===== config.mk =====
export PLATFORM = sky130hd
export DESIGN_NAME = fsmc_sram_mailbox
export DESIGN_NICKNAME = d
export VERILOG_FILES = /design/src/rtl/fsmc_sram_mailbox.sv
export SDC_FILE = /design/constraint.sdc
export NUM_CORES = 1
export LEC_CHECK = 0
export ABC_AREA = 1
export CAP_MARGIN = 10
export CORE_ASPECT_RATIO = 1.1
export CORE_UTILIZATION = 55
export CTS_BUF_LIST = sky130_fd_sc_hd__clkbuf_16
export DETAILED_ROUTE_END_ITERATION = 8
export GPL_TIMING_DRIVEN = 0
export PLACE_DENSITY = 0.83
export SLEW_MARGIN = 20
export SYNTH_ARGS = -nofsm -noshare
export SYNTH_HDL_FRONTEND = slang
export SYNTH_SLANG_ARGS = --single-unit

===== constraint.sdc =====
create_clock -name aclk -period 7.83 [get_ports aclk]
set_input_delay 1.566 -clock aclk [delete_from_list [all_inputs] [get_ports aclk]]
set_output_delay 1.566 -clock aclk [all_outputs]
set_load 0.05 [all_outputs]

===== src/rtl/fsmc_sram_mailbox.sv =====
// fsmc_sram_mailbox: SRAM-port register file with TX/RX word FIFOs bridging an MCU to AXIS streams
module fsmc_sram_mailbox #(
  parameter int          FIFO_DEPTH = 16,
  parameter logic [15:0] ID_VALUE   = 16'hA55A,
  parameter int          SIM_DELAY  = 0
) (
  input  logic        aclk,
  input  logic        areset,
  input  logic        sram_en,
  input  logic [1:0]  sram_wen,
  input  logic [15:0] sram_addr,
  input  logic [15:0] sram_din,
  output logic [15:0] sram_dout,
  output logic [15:0] m_axis_data,
  output logic        m_axis_valid,
  input  logic        m_axis_ready,
  input  logic [15:0] s_axis_data,
  input  logic        s_axis_valid,
  output logic        s_axis_ready,
  output logic        irq
);
  localparam int AW = $clog2(FIFO_DEPTH);
  localparam int CW = AW + 1;
  localparam logic [CW-1:0] FULL = CW'(FIFO_DEPTH);
  logic [15:0] tx_mem [FIFO_DEPTH];
  logic [15:0] rx_mem [FIFO_DEPTH];
  logic [AW-1:0] tx_wp_q, tx_wp_d, tx_rp_q, tx_rp_d, rx_wp_q, rx_wp_d, rx_rp_q, rx_rp_d;
  logic [CW-1:0] tx_cnt_q, tx_cnt_d, rx_cnt_q, rx_cnt_d;
  logic [3:0] en_q, en_d, sts_q, sts_d, ev, w1c;
  logic [15:0] dout_q, dout_d, rdata;
  logic irq_q, irq_d;
  logic hit, rd, wr, tx_wr, tx_push, tx_pop, tx_flush, rx_rd, rx_push, rx_pop, rx_flush;
  logic [2:0] a;
  // output delays are not modelled in synthesizable logic
  logic unused_sim_delay;
  assign unused_sim_delay = SIM_DELAY != 0;
  assign sram_dout    = dout_q;
  assign irq          = irq_q;
  assign m_axis_data  = tx_mem[tx_rp_q];
  assign m_axis_valid = tx_cnt_q != '0;
  assign s_axis_ready = ~areset & (rx_cnt_q != FULL);
  always_comb begin
    a        = sram_addr[2:0];
    hit      = sram_en & ~|sram_addr[15:3];
    rd       = sram_en & ~|sram_wen;
    wr       = hit & |sram_wen;
    tx_wr    = wr & (a == 3'd2);
    tx_pop   = m_axis_valid & m_axis_ready;
    tx_push  = tx_wr & (&sram_wen) & ((tx_cnt_q != FULL) | tx_pop);
    tx_flush = wr & (a == 3'd1) & sram_wen[0] & sram_din[0];
    rx_flush = wr & (a == 3'd1) & sram_wen[0] & sram_din[1];
    rx_rd    = rd & hit & (a == 3'd3);
    rx_pop   = rx_rd & (rx_cnt_q != '0);
    rx_push  = s_axis_valid & s_axis_ready;
    ev[0]    = rx_push & (rx_cnt_q == '0) & ~rx_flush;
    ev[1]    = tx_pop & ~tx_push & (tx_cnt_q == CW'(1)) & ~tx_flush;
    ev[2]    = tx_wr & ~tx_push;
    ev[3]    = rx_rd & (rx_cnt_q == '0);
    // a W1C and a new event on the same bit leave it set
    w1c      = (wr & (a == 3'd6) & sram_wen[0]) ? sram_din[3:0] : '0;
    sts_d    = (sts_q & ~w1c) | ev;
    en_d     = (wr & (a == 3'd5) & sram_wen[0]) ? sram_din[3:0] : en_q;
    irq_d    = |(sts_q & en_q);
    rdata    = (a == 3'd0) ? ID_VALUE :
               (a == 3'd3) ? (rx_pop ? rx_mem[rx_rp_q] : 16'h0) :
               (a == 3'd4) ? {8'(rx_cnt_q), 8'(tx_cnt_q)} :
               (a == 3'd5) ? {12'h0, en_q} :
               (a == 3'd6) ? {12'h0, sts_q} : 16'h0;
    dout_d   = rd ? (hit ? rdata : 16'h0) : dout_q;
    tx_cnt_d = tx_flush ? '0 : tx_cnt_q + CW'(tx_push) - CW'(tx_pop);
    tx_wp_d  = tx_flush ? '0 : tx_wp_q + AW'(tx_push);
    tx_rp_d  = tx_flush ? '0 : tx_rp_q + AW'(tx_pop);
    rx_cnt_d = rx_flush ? '0 : rx_cnt_q + CW'(rx_push) - CW'(rx_pop);
    rx_wp_d  = rx_flush ? '0 : rx_wp_q + AW'(rx_push);
    rx_rp_d  = rx_flush ? '0 : rx_rp_q + AW'(rx_pop);
  end
  always_ff @(posedge aclk) begin
    if (areset) begin
      tx_wp_q  <= '0;
      tx_rp_q  <= '0;
      tx_cnt_q <= '0;
      rx_wp_q  <= '0;
      rx_rp_q  <= '0;
      rx_cnt_q <= '0;
      en_q     <= '0;
      sts_q    <= '0;
      dout_q   <= '0;
      irq_q    <= 1'b0;
    end else begin
      tx_wp_q  <= tx_wp_d;
      tx_rp_q  <= tx_rp_d;
      tx_cnt_q <= tx_cnt_d;
      rx_wp_q  <= rx_wp_d;
      rx_rp_q  <= rx_rp_d;
      rx_cnt_q <= rx_cnt_d;
      en_q     <= en_d;
      sts_q    <= sts_d;
      dout_q   <= dout_d;
      irq_q    <= irq_d;
    end
  end
  always_ff @(posedge aclk) begin
    if (tx_push) tx_mem[tx_wp_q] <= sram_din;
    if (rx_push) rx_mem[rx_wp_q] <= s_axis_data;
  end
endmodule


==> flow_metrics.py <==
metrics = {
    "outcome": {
        "outcome": "completed",
    },
    "worst_setup_path": {
        "path_max_fanout": 10,
        "worst_ep_required_time_ps": 6260,
        "r2r_start": "tx_cnt_q[2]",
        "crit_path_start": "tx_rp_q[0]",
        "cp.arrival_ps": 3640,
        "critPathLaunchType": "register",
        "worstSetupPathType": "reg -> out",
        "worst_setup_path_end_kind": "primary output",
    },
    "clock_network": {
        "clk_pin_slew_ps": 60,
        "cts_tree": "built",
        "cts_resized": 0,
        "h-tree-depth": 2,
        "post_cts_buffers": 0,
        "clock-sinks": 563,
        "numCtsBuffers": 53,
        "insertion_delay_ps": 610,
        "cts-root-buf": "clkbuf_16",
        "cts_hold_buffers": 0,
        "clockBufferDepth": 3,
    },
    "die": {
        "die_area_um2": 42800,
        "die_h_um": 217,
        "num_rows": 78,
        "io_pins": 90,
        "core_um2": 41300,
        "initial_core_util_pct": 55.9,
        "die_w_um": 197,
    },
    "synth": {
        "synthesis.nets": 1975,
        "async_flop_share_pct": 0,
        "synth_enable_flop_cells": 512,
        "syn_inst": 1899,
        "ys_ff_latch": 563,
        "syn_area_per_cell_um2": 12.1,
        "yosysWarnings": 0,
        "ys_seq_area_share_pct": 71.1,
        "netlist_area_um2": 23100,
        "synthFlopType": "edfxtp_1",
        "ys_types": 36,
    },
    "layout": {
        "nFillCells": 2875,
        "diodes": 0,
        "fin_util_pct": 65.1,
        "seqCellArea_um2": 16400,
        "multi_input_area_um2": 5820,
        "stdcell_count": 2676,
        "design_area_um2": 26900,
        "syn_to_final_growth_pct": 16.5,
        "layout-drive-gt1-share_pct": 8.93,
        "nets": 2149,
    },
    "timing": {
        "hold_viol_final": 0,
        "max-slew-margin-rel_pct": 37.7,
        "whs_ps": 470,
        "finClkSkew_ps": 16.1,
        "rsz0062_at_grt": "no",
        "drv_slew": 0,
        "finalSetupViolCount": 0,
        "setup_tns_ps": 0,
        "finalCritPeriodShare_pct": 66.5,
        "fmax_mhz": 192,
        "layout_setup_ws_ps": 2620,
        "worstMarginPinSlew_ps": 933,
        "final.min_clock_period_ps": 5210,
    },
    "place": {
        "portBuffers": 89,
        "place.gp.congestion": 0.902,
        "dp.cells": 2578,
        "post-place-ws_ps": 3020,
        "place_hpwl_um": 40400,
        "post_dp_cell_area_um2": 25200,
    },
    "grt": {
        "grt_usage_pct": 28.4,
        "grt_pass1_wl_um": 90800,
        "grt_start_max_net_pins": 20,
        "grt_overflow": 0,
        "grt_pass1_vias": 16000,
        "antenna_found_initial": 0,
    },
    "pwr": {
        "fin_total_pwr_mw": 7.16,
        "leakage_nw": 9.32,
        "ir_drop_v": 0.000257,
        "p_seq_share_pct": 46.6,
        "p_sw_mw": 2.00,
        "powerDensity_nw_per_um2": 266,
        "clockPowerShare_pct": 35.8,
        "sw_frac_of_total_pct": 27.8,
        "internal_power_mw": 5.17,
        "combinationalPowerShare_pct": 17.6,
    },
    "detailed_routing": {
        "dr.pass1.iters": 6,
        "drcViolationCount": 0,
        "finalWirelength_um": 60200,
        "vias": 16100,
        "viasPerCell": 6.02,
        "wl_per_cell_um": 22.5,
        "ant_nets": 0,
        "drt_iter0_markers": 1875,
    },
    "job": {
        "maxCapViolCount": 0,
    },
    "min_path": {
        "min_from": "sram_dout[8]",
        "hp-class": "reg -> reg",
    },
}
cells in the mapped netlist (7+ instances only):
master,n,share of area (%)
nor2_1,87,1.4
edfxtp_1,512,67
inv_1,130,2.1
a21oi_1,91,2.0
clkbuf_1,54,0.88
buf_2,27,0.59
dfxtp_1,51,4.4
nand2_1,349,5.7
inv_2,7,0.11
buf_1,20,0.33
mux2i_1,64,2.8
o21ai_0,87,1.9
o211ai_1,64,2.1
nand3_1,288,6.2
ha_1,19,1.0
cell families after synthesis:
logic type / Yosys count / share of synthesized area [%]
adder cells (fa/ha/maj): 21 / 1.20
AO/OA/AOI/OAI: 259 / 6.49
AND/OR/NAND/NOR: 741 / 13.9
XOR/XNOR: 12 / 0.456
multiplexers: 64 / 2.78
buffers and inverters: 239 / 4.07
flip-flops: 563 / 71.1
flip-flops by register name, indices dropped and copies added, names as in the netlist:
register   count
tx_cnt_q       5
sram_dout     16
irq            1
rx_rp_q        4
tx_rp_q        4
en_q           4
rx_wp_q        4
tx_mem       256
sts_q          4
rx_cnt_q       5
tx_wp_q        4
rx_mem       256
layout make-up:
class                      instances  area share, %
timing repair buffer             119           4.83
buffer                           102           1.58
clock inverter                    43           1.34
clock buffer                      55           5.12
sequential                       563           61.0
multi-input combinational       1097           21.6
tap                              560           2.61
inverter                         137           1.91
power groups by stage:
stage                     Clock [mW]  Sequential, mW  Combinational [mW]
after floorplan                    0            3.40               0.809
after global placement             0            3.40                1.19
after detailed placement           0            3.40                1.23
after CTS                       2.57            3.34                1.24
after global routing            2.69            3.34                1.36
final                           2.56            3.34                1.26
layout by cell type (no fill, tap or decap), types with 10 or more instances in the layout:
| cell | netlist | final |
|---|---|---|
| edfxtp_1 | 512 | 512 |
| nand2_1 | 349 | 349 |
| nand3_1 | 288 | 288 |
| inv_1 | 130 | 138 |
| a21oi_1 | 91 | 91 |
| clkdlybuf4s50_1 | 0 | 89 |
| o21ai_0 | 87 | 87 |
| mux2i_1 | 64 | 64 |
| o211ai_1 | 64 | 64 |
| nor2_1 | 87 | 55 |
| clkbuf_16 | 0 | 55 |
| clkbuf_1 | 54 | 54 |
| dfxtp_1 | 51 | 51 |
| nor2_2 | 0 | 32 |
| buf_2 | 27 | 27 |
| buf_1 | 20 | 20 |
| ha_1 | 19 | 19 |
| buf_8 | 0 | 19 |
| clkinv_2 | 0 | 13 |
| buf_6 | 1 | 12 |
| clkinv_1 | 0 | 10 |
worst paths after layout:
path                    end  slack [ps]  cells past startpoint
max          m_axis_data[1]        2620                      8
max reg2reg     tx_cnt_q[4]        5100                     19
min reg2reg    sram_dout[8]         470                      2
min            sram_dout[8]         470                      2
layer usage:
| layer | part of all wire (%) | vias to the layer above | wire length [um] | GRT usage (%) |
|---|---|---|---|---|
| met4 | 5.9 | 0 | 3580 | 16.0 |
| li1 | - | 7140 | - | - |
| met3 | 10 | 251 | 6120 | 5.56 |
| met1 | 35 | 7665 | 21300 | 34.6 |
| met5 | 0 | - | 0 | 0 |
| met2 | 48 | 1051 | 29100 | 47.4 |
worst max-delay path: stages (launching register included):
cell	delay, ps
dfxtp_1	410
buf_2	230
buf_2	310
clkbuf_1	590
o21ai_0	200
o21ai_0	210
o211ai_1	160
nand2_1	130
clkdlybuf4s50_1	800
Note: power is estimated with default switching activity, not from simulation.
